==> src/rtl/c17_bist_pkg.sv <==
// Shared definitions for the c17 BIST initiator: FSM states, MISR and LFSR
// geometry, and the mapping of pattern/response bits to c17 pin names.
package c17_bist_pkg;

    typedef enum logic [1:0] {
        ST_IDLE  = 2'd0,
        ST_APPLY = 2'd1,
        ST_DRAIN = 2'd2,
        ST_DONE  = 2'd3
    } bist_state_e;

    localparam int              MISR_W    = 16;
    localparam logic [MISR_W-1:0] MISR_POLY = 16'h100B;

    localparam int LFSR_W      = 5;
    localparam int LFSR_TAP_HI = 4;
    localparam int LFSR_TAP_LO = 1;

    // Pattern bit positions on pat_o
    localparam int PAT_W  = 5;
    localparam int PIN_N1 = 4;
    localparam int PIN_N2 = 3;
    localparam int PIN_N3 = 2;
    localparam int PIN_N6 = 1;
    localparam int PIN_N7 = 0;

    // Response bit positions on rsp_i
    localparam int RSP_W   = 2;
    localparam int RSP_N22 = 1;
    localparam int RSP_N23 = 0;

    // Fibonacci step: shift left, feed back the XOR of the two taps.
    function automatic logic [LFSR_W-1:0] lfsr_next(input logic [LFSR_W-1:0] l);
        return {l[LFSR_W-2:0], l[LFSR_TAP_HI] ^ l[LFSR_TAP_LO]};
    endfunction

    // Place a generator word (MSB = N1 ... LSB = N7) onto the core pins.
    function automatic logic [PAT_W-1:0] to_pins(input logic [PAT_W-1:0] p);
        logic [PAT_W-1:0] o;
        o         = '0;
        o[PIN_N1] = p[4];
        o[PIN_N2] = p[3];
        o[PIN_N3] = p[2];
        o[PIN_N6] = p[1];
        o[PIN_N7] = p[0];
        return o;
    endfunction

endpackage

==> src/rtl/c17_bist_misr.sv <==
// Multiple-input signature register with seed load and update enable.
// sig_next is exported so the caller can judge the final signature on the
// same edge that produces it.
module c17_bist_misr
    import c17_bist_pkg::*;
#(
    parameter int             W     = MISR_W,
    parameter int             DIN_W = RSP_W,
    parameter logic [W-1:0]   POLY  = MISR_POLY,
    parameter logic [W-1:0]   SEED  = '0
) (
    input  logic             clk,
    input  logic             rst,
    input  logic             load,
    input  logic             en,
    input  logic [DIN_W-1:0] din,
    output logic [W-1:0]     sig,
    output logic [W-1:0]     sig_next
);

    logic [W-1:0] step;

    // Next signature: load beats update, otherwise hold.
    always_comb begin
        step = {sig[W-2:0], 1'b0} ^ (sig[W-1] ? POLY : '0) ^ {{(W-DIN_W){1'b0}}, din};
        if (load) begin
            sig_next = SEED;
        end else if (en) begin
            sig_next = step;
        end else begin
            sig_next = sig;
        end
    end

    // Signature register.
    always_ff @(posedge clk) begin
        if (rst) begin
            sig <= SEED;
        end else begin
            sig <= sig_next;
        end
    end

endmodule

==> src/rtl/c17_bist_ctrl.sv <==
// BIST initiator for the c17 core: generates counter or LFSR patterns,
// compacts responses into a MISR after the core latency, and compares the
// final signature against a golden value.
module c17_bist_ctrl
    import c17_bist_pkg::*;
#(
    parameter int          NUM_PATTERNS = 32,
    parameter int          CUT_LAT      = 0,
    parameter logic [15:0] MISR_SEED    = 16'h0000,
    parameter logic [4:0]  LFSR_SEED    = 5'h01,
    parameter logic [15:0] GOLDEN_SIG   = 16'h0000
) (
    input  logic        CK,
    input  logic        RST,
    input  logic        start,
    input  logic        mode,
    output logic [4:0]  pat_o,
    input  logic [1:0]  rsp_i,
    output logic        busy,
    output logic        done,
    output logic        pass,
    output logic [15:0] signature
);

    localparam int              IDX_W      = $clog2(NUM_PATTERNS + 1);
    localparam logic [IDX_W-1:0] IDX_LAST  = IDX_W'(NUM_PATTERNS - 1);
    localparam logic [1:0]      DRAIN_LAST = (CUT_LAT > 0) ? 2'(CUT_LAT - 1) : 2'd0;

    bist_state_e        state_q, state_d;
    logic [IDX_W-1:0]   idx_q;
    logic [4:0]         cnt_q;
    logic [LFSR_W-1:0]  lfsr_q;
    logic               mode_q;
    logic [1:0]         drain_q;
    logic               pass_q;
    logic               start_run;
    logic               in_apply;
    logic               vld_tap;
    logic [MISR_W-1:0]  misr_next;
    logic [PAT_W-1:0]   pat_cur;

    assign in_apply = (state_q == ST_APPLY);

    // Next-state logic; start_run marks an accepted start.
    always_comb begin
        state_d   = state_q;
        start_run = 1'b0;
        case (state_q)
            ST_IDLE, ST_DONE: begin
                if (start) begin
                    start_run = 1'b1;
                    state_d   = ST_APPLY;
                end
            end
            ST_APPLY: begin
                if (idx_q == IDX_LAST) begin
                    state_d = (CUT_LAT > 0) ? ST_DRAIN : ST_DONE;
                end
            end
            ST_DRAIN: begin
                if (drain_q == DRAIN_LAST) begin
                    state_d = ST_DONE;
                end
            end
            default: state_d = ST_IDLE;
        endcase
    end

    // State, generators, drain counter and registered pass flag. The
    // generators stop on the last pattern so DRAIN keeps showing it.
    always_ff @(posedge CK) begin
        if (RST) begin
            state_q <= ST_IDLE;
            idx_q   <= '0;
            cnt_q   <= '0;
            lfsr_q  <= LFSR_SEED;
            mode_q  <= 1'b0;
            drain_q <= '0;
            pass_q  <= 1'b0;
        end else begin
            state_q <= state_d;
            if (start_run) begin
                idx_q   <= '0;
                cnt_q   <= '0;
                lfsr_q  <= LFSR_SEED;
                mode_q  <= mode;
                drain_q <= '0;
                pass_q  <= 1'b0;
            end else begin
                if (in_apply && (idx_q != IDX_LAST)) begin
                    idx_q  <= idx_q + 1'b1;
                    cnt_q  <= cnt_q + 1'b1;
                    lfsr_q <= lfsr_next(lfsr_q);
                end
                if (state_q == ST_DRAIN) begin
                    drain_q <= drain_q + 1'b1;
                end
                if ((state_d == ST_DONE) && (state_q != ST_DONE)) begin
                    pass_q <= (misr_next == GOLDEN_SIG);
                end
            end
        end
    end

    // Response-valid qualification: tap 0 is the APPLY cycle itself, each
    // further tap delays it by one cycle to match the core latency.
    generate
        if (CUT_LAT == 0) begin : g_no_pipe
            assign vld_tap = in_apply;
        end else begin : g_pipe
            logic [CUT_LAT-1:0] vpipe_q;
            // Valid shift register, cleared on reset.
            always_ff @(posedge CK) begin
                if (RST) begin
                    vpipe_q <= '0;
                end else begin
                    vpipe_q[0] <= in_apply;
                    for (int i = 1; i < CUT_LAT; i++) begin
                        vpipe_q[i] <= vpipe_q[i-1];
                    end
                end
            end
            assign vld_tap = vpipe_q[CUT_LAT-1];
        end
    endgenerate

    c17_bist_misr #(
        .W     (MISR_W),
        .DIN_W (RSP_W),
        .POLY  (MISR_POLY),
        .SEED  (MISR_SEED)
    ) u_misr (
        .clk      (CK),
        .rst      (RST),
        .load     (start_run),
        .en       (vld_tap),
        .din      ({rsp_i[RSP_N22], rsp_i[RSP_N23]}),
        .sig      (signature),
        .sig_next (misr_next)
    );

    assign pat_cur = mode_q ? lfsr_q : cnt_q;
    assign busy    = (state_q == ST_APPLY) || (state_q == ST_DRAIN);
    assign done    = (state_q == ST_DONE);
    assign pass    = pass_q;
    assign pat_o   = busy ? to_pins(pat_cur) : '0;

endmodule
==> config.mk <==
export PLATFORM = sky130hd
export DESIGN_NAME = c17_bist_ctrl
export DESIGN_NICKNAME = d
export VERILOG_FILES = /design/src/rtl/c17_bist_pkg.sv /design/src/rtl/c17_bist_misr.sv /design/src/rtl/c17_bist_ctrl.sv
export SDC_FILE = /design/constraint.sdc
export NUM_CORES = 1
export LEC_CHECK = 0
export ABC_AREA = 0
export CAP_MARGIN = 30
export CELL_PAD_IN_SITES_DETAIL_PLACEMENT = 0
export CELL_PAD_IN_SITES_GLOBAL_PLACEMENT = 2
export CORE_MARGIN = 3
export CORE_UTILIZATION = 28
export DETAILED_ROUTE_END_ITERATION = 7
export PLACE_DENSITY = 0.73
export SYNTH_ARGS = -nofsm -noshare
export SYNTH_HDL_FRONTEND = slang
export SYNTH_SLANG_ARGS = --single-unit
==> constraint.sdc <==
create_clock -name CK -period 1.59 [get_ports CK]
set_input_delay 0.318 -clock CK [delete_from_list [all_inputs] [get_ports CK]]
set_output_delay 0.318 -clock CK [all_outputs]
set_load 0.05 [all_outputs]
==> results.sh <==
export IMPL_outcome="finished, violations left"
export IMPL_violations="setup timing"
export IMPL_startpoint="state_q[1]$_SDFF_PP0_"
export IMPL_core_um2=5960
export IMPL_cts_htree_levels=2
export IMPL_setup_tns_final_ps=-1220
export IMPL_cp_start_kind="register"
export IMPL_fin_nets=270
export IMPL_post_dp_hpwl_um=3050
export IMPL_path_clk_slew_ps=70
export IMPL_cp_max_fo=6
export IMPL_slew_viol_final=0
export IMPL_num_antenna_cells=0
export IMPL_ys_seq_area_share_pct=43.8
export IMPL_grtUsageTotal_pct=11.6
export IMPL_die_w_um=84.8
export IMPL_die_area_um2=7180
export IMPL_relSlewSlack_pct=78.7
export IMPL_ys_seq_elements=38
export IMPL_wire_per_inst_um=12.1
export IMPL_min_path_type="register to register"
export IMPL_grt_max_degree=24
export IMPL_root_buffer="clkbuf_8"
export IMPL_antenna_found_initial=0
export IMPL_tightestPinTransition_ps=319
export IMPL_avgSynthCellArea_um2=8.86
export IMPL_firstDrtPassIters=4
export IMPL_cp_data_arrival_time_ps=1480
export IMPL_max_cap_viol_count=0
export IMPL_ys_warn_count=0
export IMPL_setup_slack_ps=-203
export IMPL_rr_startpoint="state_q[1]$_SDFF_PP0_"
export IMPL_drive_gt1_share_pct=34.4
export IMPL_totalWireLength_um=4050
export IMPL_rsz0062_at_grt="true"
export IMPL_p_per_area_nw_per_um2=775
export IMPL_synth_cell_types=33
export IMPL_synth_cells=196
export IMPL_irDropWorstVdd_uv=514
export IMPL_grt_pass1_wl_um=6790
export IMPL_r2r_slack_ps=-100
export IMPL_syn_to_final_growth_pct=61.3
export IMPL_die_h_um=84.8
export IMPL_crit_type="register to output port"
export IMPL_postRouteAntennaNets=0
export IMPL_port_buffers=29
export IMPL_pin_count=30
export IMPL_cts_tree="done"
export IMPL_endpoint_kind="output port"
export IMPL_place_inst=322
export IMPL_numCtsBuffers=5
export IMPL_clock_sinks=38
export IMPL_pre_cts_ws_ps=-210
export IMPL_via_count=1528
export IMPL_synth_area_um2=1740
export IMPL_cts_max_path_buffers=2
export IMPL_holdBufCountCts=0
export IMPL_worstSkewPairLatency_ps=290
export IMPL_setup_violations=8
export IMPL_final_cells=334
export IMPL_initial_core_util_pct=29.2
export IMPL_hold_violations=0
export IMPL_fmaxAchievable_mhz=558
export IMPL_vias_per_cell=4.57
export IMPL_power_leakage_nw=1.05
export IMPL_grt_pass1_vias=1438
export IMPL_drc_errors=0
export IMPL_gp_congestion=0.749
export IMPL_dr_first_iter_drc_count=43
export IMPL_synth_nets=208
export IMPL_clock_skew_ps=5.49
export IMPL_rows=28
export IMPL_grt_remaining_overflow=0
export IMPL_holdCritStartpoint="lfsr_q[3]$_SDFFE_PP0P_"
export IMPL_min_period_over_period_pct=113
export IMPL_period_needed_ps=1790
export IMPL_crit_required_ps=1270
-- routing by layer --
| layer | GRT usage, % | routed length (um) | vias up |
|---|---|---|---|
| li1 | - | - | 789 |
| met1 | 15.2 | 1960 | 718 |
| met2 | 18.3 | 1900 | 15 |
| met3 | 3.43 | 137 | 6 |
| met4 | 3.88 | 54 | 0 |
| met5 | 0 | 0 | - |
-- what timing repair did --
item,4_1_cts,5_1_grt
hold endpoints to repair,0,0
pin swaps,8,3
endpoints found under the setup margin,18,12
gates resized for setup,18,4
setup buffers,4,0
-- registers in the layout (all words and copies together), names as in the netlist --
name and count:
u_misr.sig 16, idx_q 6, cnt_q 5, lfsr_q 5
drain_q 2, state_q 2, mode_q 1, pass 1
-- per-stage QoR --
| stage | utilization, % | hold WS [ps] | power (mW) | cell area (um2) |
|---|---|---|---|---|
| 2_1_floorplan | - | 381 | 1.28 | 1800 |
| 3_3_place_gp | 43.4 | 464 | 1.46 | 2580 |
| 3_5_place_dp | 43.4 | 469 | 1.46 | 2580 |
| 4_1_cts | 46.7 | 480 | 2.19 | 2780 |
| 5_1_grt | 47.0 | 515 | 2.27 | 2800 |
| 6_report | 47.0 | 478 | 2.17 | 2800 |
-- cells in the mapped netlist (all sizes together) --
library cell | count | area, um2
a21oi | 9 | 45.0
xnor2 | 9 | 78.8
nor4 | 1 | 6.26
and3 | 1 | 6.26
nand4 | 5 | 31.3
o31ai | 1 | 7.51
o21a | 1 | 7.51
inv | 6 | 22.5
nor3 | 3 | 20.0
o211ai | 3 | 22.5
clkbuf | 4 | 15.0
dfxtp | 38 | 761
o311ai | 1 | 8.76
a31oi | 1 | 6.26
mux2i | 18 | 180
o41ai | 1 | 16.3
nand2b | 1 | 6.26
ha | 6 | 75.1
nor3b | 1 | 7.51
a32oi | 1 | 8.76
o21ai | 4 | 20.0
a211oi | 3 | 22.5
xor2 | 7 | 61.3
or3 | 1 | 6.26
buf | 6 | 45.0
o2111ai | 1 | 8.76
nor2 | 38 | 143
nand2 | 22 | 82.6
nand3 | 3 | 15.0
-- final cells by class --
| class | instances | area [um2] |
|---|---|---|
| multi-input cells | 142 | 1000 |
| clock inverters | 1 | 5.00 |
| flip-flops and latches | 38 | 767 |
| fillers | 582 | 3150 |
| clock buffers | 7 | 86.3 |
| repair buffers | 65 | 820 |
| inverters | 6 | 26.3 |
| well taps | 75 | 93.8 |
-- critical path, stage by stage (launching register included) --
cell     delay [ps]
dfxtp_2         350
buf_6           120
ha_4            210
buf_6           130
buf_12          140
nor2_4          100
buf_12          140
-- power by group --
group | leakage, nW | internal, mW | switching (mW)
logic | 0.693 | 0.236 | 0.241
registers | 0.309 | 0.976 | 0.0307
clock network | 0.0482 | 0.350 | 0.337
-- cells by family (layout without fill, tap and decap cells) --
group,Yosys count,count (layout),share of synthesized area (%)
and+or+nand+nor,76,76,18.7
DFF,38,38,43.8
AOI/OAI and AO/OA,26,26,10.0
muxes,18,18,10.4
xor gates and xnor gates,16,16,8.07
buffers and inverters,16,79,4.75
adders and majority gates,6,6,4.32
-- placed cells by master, fill, tap and decap left out, types with 6 or more instances in the layout --
| cell | synthesis | layout |
|---|---|---|
| buf_12 | 0 | 24 |
| xnor2_1 | 9 | 9 |
| dfxtp_1 | 38 | 35 |
| buf_4 | 1 | 32 |
| nor2_1 | 38 | 33 |
| clkbuf_8 | 0 | 6 |
| a21oi_1 | 9 | 9 |
| xor2_1 | 7 | 7 |
| nand2_1 | 22 | 22 |
| mux2i_1 | 18 | 18 |
-- worst paths after layout --
path,to,depth (start not counted)
hold / removal,lfsr_q[3]$_SDFFE_PP0P_,2
hold reg to reg,lfsr_q[3]$_SDFFE_PP0P_,2
setup reg to reg,pass$_SDFFE_PP0P_,8
setup / recovery,pat_o[1],6
(Power assumes the default switching activity.)
==> patch 1 (same flow settings) <==
Register the output `signature`, with the module's reset; this adds one clock of latency there. The other outputs are not delayed to match.
--- a/src/rtl/c17_bist_ctrl.sv
+++ b/src/rtl/c17_bist_ctrl.sv
@@ -25,6 +25,8 @@
     localparam int              IDX_W      = $clog2(NUM_PATTERNS + 1);
     localparam logic [IDX_W-1:0] IDX_LAST  = IDX_W'(NUM_PATTERNS - 1);
     localparam logic [1:0]      DRAIN_LAST = (CUT_LAT > 0) ? 2'(CUT_LAT - 1) : 2'd0;
+
+    logic [15:0] signature_d;
 
     bist_state_e        state_q, state_d;
     logic [IDX_W-1:0]   idx_q;
@@ -135,7 +137,7 @@
         .load     (start_run),
         .en       (vld_tap),
         .din      ({rsp_i[RSP_N22], rsp_i[RSP_N23]}),
-        .sig      (signature),
+        .sig      (signature_d),
         .sig_next (misr_next)
     );
 
@@ -145,4 +147,12 @@
     assign pass    = pass_q;
     assign pat_o   = busy ? to_pins(pat_cur) : '0;
 
+    always_ff @(posedge CK) begin
+        if (RST) begin
+            signature <= '0;
+        end else begin
+            signature <= signature_d;
+        end
+    end
+
 endmodule
Formal check against the unedited RTL: not equivalent (a bounded check fails within 4 cycles, from zero or initial values and one cycle with RST high).
==> patch 1 against the original RTL <==
- the run still ends with setup timing left
- hold slack improved by 0.023 ns
- routed wire length increased by 33%
- clock skew is 0.0027 ns lower
- cell area grew 18%
- synthesized area up 28%
- maximum frequency increased by 1.9%
- global-route usage rose by 0.53 points
- cell count increased by 17%
- via count grew 18%
- worst setup slack improved by 0.033 ns
- first-iteration DRC count grew 98%
- power up 33%
- die area up 26%
- sequential cell count rose by 16
- highest routed layer unchanged
==> patch 1: results (changes against the original RTL) <==
[cts]
clk_pin_slew_ns=0.10  ; +0.03 ns
clock-root-buffer=clkbuf_8
insertion_delay_ns=0.31  ; +0.02 ns

[power_and_ir_drop]
irDropWorstVdd_mv=0.651  ; +27%
p_leak_nw=1.29  ; +23%

[place]
placedCellCount=372  ; +16%
io_buffer_count=29  ; unchanged
place_hpwl_um=3540  ; +16%
routabilityCongestion=0.774  ; +3.4%

[min_path]
hp-class=reg -> reg

[global_routing]
grt_max_degree=21  ; -13%
antenna_found_initial=0  ; unchanged
grt_usage=0.122  ; +0.00532
grt_pass1_vias=1730  ; +20%
grt_pass1_wl_um=8540  ; +26%

[timing]
setup_viol=7  ; -1
tightest_slew_ns=0.390  ; +0.0709 ns
worst_slack_ns=-0.170  ; +0.0330 ns
finalClockSkew_ns=0.00280  ; -0.00269 ns

[critical_path]
cp_max_fo=4  ; -2
critical-path-max-stage-delay_ns=0.35  ; about the same
worstPathArrival_ns=1.44  ; -0.04 ns
cp_top_family=buffers and inverters

[layout]
reg_top3=signature: 16 flops, u_misr.sig: 16 flops, idx_q: 6 flops
drive_gt1_frac=0.345  ; +0.00108
fillers=721  ; +24%
antennaDiodeCount=0  ; unchanged
layout.nets=304  ; +13%
layout.cells.non_filler=392  ; +17%

[synth]
synth_common_cells=dfxtp_1 (54), nor2_1 (36), mux2i_1 (23)
yosysUniqueCellTypes=37  ; +12%
netlist_top_cells_area=dfxtp_1 (49%), mux2i_1 (10%), nor2_1 (6.1%)
synth_warnings=0  ; unchanged
syn_inst=230  ; +17%
syn_nets=242  ; +16%
synth-seq-area-share=0.486  ; +0.0482

[status]
violations=setup timing
status=complete, but fails checks

[route]
drt_wl_total_um=5380  ; +33%
vias=1810  ; +18%
dr.first_iter.drc_count=85  ; +98%

[patch 1: cell count changes in the layout (fill, tap and decap cells not counted), sizes merged, moves of 2 or more]
cell,before,now
nand3,3,1
nor2,38,36
nand4,5,3
mux2i,18,23
xnor2,9,5
o21ai,4,8
clkinvlp,1,3
a221oi,0,2
nand2b,1,4
nor2b,0,16
nand2,22,9
and3,1,5
dfxtp,38,54
[patch 1: final timing paths]
check              from         end  slack [ns]  cells after the start
max reg2reg  state_q[1]        pass       -0.14                      7
max          state_q[0]    pat_o[3]       -0.17                      6
min reg2reg  drain_q[1]  drain_q[1]        0.50                      2
min          drain_q[1]  drain_q[1]        0.50                      2
[patch 1: cell families (layout without fill, tap and decap cells)]
group,after synthesis,after routing,synth area share
AO/OA/AOI/OAI,32,32,0.0974
XOR/XNOR,13,13,0.0580
adder cells (fa/ha/maj),6,6,0.0338
buffers and inverters,19,82,0.0383
flip-flops,54,54,0.486
multiplexers,23,23,0.104
AND/OR/NAND/NOR,83,83,0.183
[patch 1: worst min-delay path, delay by kind of cell, from the launching register on]
family	cells	cell delay (ns)
DFF	1	0.34
and+or+nand+nor	1	0.07
muxes	1	0.06
[patch 1: power by group]
group	internal, mW	leakage [nW]	switching [mW]
logic	0.272	0.804	0.262
registers	1.38	0.439	0.0301
clock network	0.469	0.0504	0.474
total	2.12	1.29	0.767
[patch 1: through the flow]
stage / setup WS, ns / cell area [um^2] / setup TNS (ns)
finish: -0.170 / 3300 / -1.10
global route: -0.222 / 3300 / -1.78
CTS: -0.160 / 3120 / -1.04
detailed placement: -0.123 / 2880 / -0.508
global placement: -0.119 / 2880 / -0.260
floorplan: 0.00473 / 2290 / 0
[patch 1: what timing repair did]
action | CTS | global route
setup buffers | 5 | 5
hold buffers | 0 | 0
cloned | 1 | 2
resized for setup | 20 | 25
pin swaps | 9 | 12
endpoints found under the setup margin | 25 | 25
[patch 1: layout make-up]
| class | count | area [um^2] | share of cell area |
|---|---|---|---|
| inverter | 6 | 28.8 | 0.00873 |
| clock inverter | 3 | 45.0 | 0.0137 |
| tap | 99 | 124 | 0.0376 |
| multi-input combinational | 157 | 1220 | 0.371 |
| timing repair buffer | 68 | 719 | 0.218 |
| sequential | 54 | 1090 | 0.330 |
| clock buffer | 5 | 68.8 | 0.0209 |
[patch 1: layer usage]
layer  part of all wire  global-route usage
met1               0.48               0.161
met2               0.47               0.190
met3              0.034              0.0276
met4              0.018              0.0493
met5                  0                   0
==> patch 2 (same flow settings) <==
Without the edit above. Change the parameter `CUT_LAT` from 0 to 1.
--- a/src/rtl/c17_bist_ctrl.sv
+++ b/src/rtl/c17_bist_ctrl.sv
@@ -5,7 +5,7 @@
     import c17_bist_pkg::*;
 #(
     parameter int          NUM_PATTERNS = 32,
-    parameter int          CUT_LAT      = 0,
+    parameter int          CUT_LAT      = 1,
     parameter logic [15:0] MISR_SEED    = 16'h0000,
     parameter logic [4:0]  LFSR_SEED    = 5'h01,
     parameter logic [15:0] GOLDEN_SIG   = 16'h0000
Formal check against the unedited RTL: not equivalent (a bounded check fails within 4 cycles, from zero or initial values and one cycle with RST high).
==> patch 2 against the original RTL <==
- the run still ends with setup timing left
- cell area fell by 0.58%
- worst setup slack improved by 0.13 ns
- power is 3.8% lower
- register-to-register slack improved by 0.12 ns
- non-clock buffer count is 9 lower
- count of clock-buffer cells in the layout decreased by 1
- routed wire length is 6.6% higher
- sequential cell count rose by 1
- synthesized area increased by 5.6%
- highest routed layer unchanged
==> patch 2: results (changes against the original RTL) <==
[status]
status=complete, but fails checks
violations=setup timing

[cts]
insertion_delay_ns=0.29  ; about the same
htreeDepth=2  ; unchanged
clk_pin_slew_ns=0.08
clock-root-buffer=clkbuf_8
numCtsBuffers=5  ; unchanged
clockBufferDepth=2  ; unchanged

[power_and_ir_drop]
p_leak_nw=1.00  ; -4.5%
p_int_mw=1.53  ; -2.1%
irDropWorstVdd_mv=0.367  ; -29%

[route]
drt_wl_total_um=4320  ; +6.6%
detail-route-antenna-nets=0  ; unchanged
post_drt_via_cell_ratio=4.59  ; +0.35%
drtPass1Iterations=4  ; unchanged
dr.first_iter.drc_count=44  ; +2.3%
wire_per_inst_um=13.1  ; +7.9%

[layout]
drive_gt1_frac=0.333  ; -0.0103
reg_top3=u_misr.sig: 16 flops, idx_q: 6 flops
fillers=580  ; -0.34%
antennaDiodeCount=0  ; unchanged
layout.nets=267  ; -1.1%

[global_routing]
grt_pass1_vias=1491  ; +3.7%
antenna_found_initial=0  ; unchanged
grt_pass1_wl_um=7260  ; +6.9%
grt_max_degree=33  ; +38%
grt_usage=0.123  ; +0.00636

[timing]
tightest_slew_ns=0.370  ; +0.0510 ns
worst_slack_ns=-0.0712  ; +0.132 ns
setup_viol=4  ; -4
finalClockSkew_ns=0.00629  ; +0.000802 ns

[min_path]
hp-class=reg -> reg

[synth]
synth_common_cells=dfxtp_1 (39), nor2_1 (30), nand2_1 (22)
yosysUniqueCellTypes=38  ; +15%
synth_warnings=0  ; unchanged
synth-seq-area-share=0.426  ; -0.0124
synthArstFlopShare=0  ; unchanged
netlist_top_cells_area=dfxtp_1 (43%), mux2i_1 (8.2%), nor2_1 (6.1%)
syn_inst=204  ; +4.1%
syn_nets=216  ; +3.8%

[critical_path]
cp_top_family=flip-flops
critical-path-max-stage-delay_ns=0.37  ; +0.02 ns
crit_path_top_delay_cell=dfxtp_4
worstPathArrival_ns=1.34  ; -0.14 ns
cp_max_fo=5  ; -1

[place]
place_hpwl_um=3030  ; -0.54%
routabilityCongestion=0.756  ; +0.85%
io_buffer_count=29  ; unchanged
placedCellCount=316  ; -1.9%

[patch 2: cell count changes in the layout (fill, tap and decap cells not counted), sizes merged, moves of 2 or more]
| cell | delta |
|---|---|
| o21ai | +2 |
| xor2 | -2 |
| buf | -10 |
| nor3 | +2 |
| o211ai | -2 |
| nor2 | -8 |
| nand2b | +3 |
| o311ai | +2 |
| a21oi | +9 |
| mux2i | -3 |
[patch 2: timing repair]
action                     in CTS  in global routing
gates cloned                    0                  1
gates resized for setup         8                  9
hold buffers                    0                  0
hold endpoints to repair        0                  0
pin swaps                       7                  9
setup buffers                   3                  3
setup endpoints to repair       6                 38
[patch 2: metal layers]
layer | share of wire | up-vias | track usage | wire length (um)
met3 | 0.028 | 5 | 0.0293 | 121
met1 | 0.52 | 697 | 0.177 | 2260
met5 | 0 | - | 0 | 0
met4 | 0.013 | 0 | 0.0467 | 58
li1 | - | 795 | - | -
met2 | 0.44 | 18 | 0.175 | 1880
[patch 2: metrics by stage]
step	hold WS, ns	TNS, ns	instance area (um^2)	worst slack [ns]
global placement	0.466	-0.617	2560	-0.0692
detailed placement	0.467	-0.841	2560	-0.0758
finish	0.478	-0.216	2790	-0.0712
CTS	0.482	-0.275	2710	-0.0716
global route	0.501	-0.615	2790	-0.122
floorplan	0.380	-0.462	1870	-0.106
[patch 2: path summary, 6_finish.rpt]
path	start	endpoint	slack, ns	cells past startpoint
setup / recovery	state_q[1]	pat_o[2]	-0.07	4
hold / removal	lfsr_q[2]	lfsr_q[2]	0.48	2
setup reg to reg	state_q[1]	pass	0.02	7
hold reg to reg	lfsr_q[2]	lfsr_q[2]	0.48	2
[patch 2: tightest hold or removal path, delay by kind of cell, from the launching register on]
| kind | cells | cell delay (ns) |
|---|---|---|
| flops | 1 | 0.33 |
| compound gates | 1 | 0.05 |
| simple gates | 1 | 0.06 |
[patch 2: area by class of cell]
type,instances,area share
multi-input cells,148,0.370
flip-flops and latches,39,0.285
repair buffers,56,0.274
well taps,75,0.0337
clock buffers,6,0.0296
inverters,5,0.00674
clock inverters,1,0.00180
[patch 2: power by group through the flow]
stage	registers (mW)	logic [mW]	clock network, mW
global placement	1.05	0.335	0
floorplan	1.05	0.190	0
finish	1.02	0.383	0.684
detailed placement	1.05	0.333	0
CTS	1.02	0.358	0.720
global route	1.03	0.414	0.764
[patch 2: logic make-up (layout without fill, tap and decap cells)]
| family | count (synthesis) | in the layout | synth area share |
|---|---|---|---|
| and+or+nand+nor | 79 | 79 | 0.205 |
| DFF | 39 | 39 | 0.426 |
| AOI/OAI and AO/OA | 33 | 33 | 0.121 |
| buffers and inverters | 17 | 68 | 0.0539 |
| xor gates and xnor gates | 15 | 15 | 0.0716 |
| muxes | 15 | 15 | 0.0819 |
| adders and majority gates | 6 | 6 | 0.0409 |
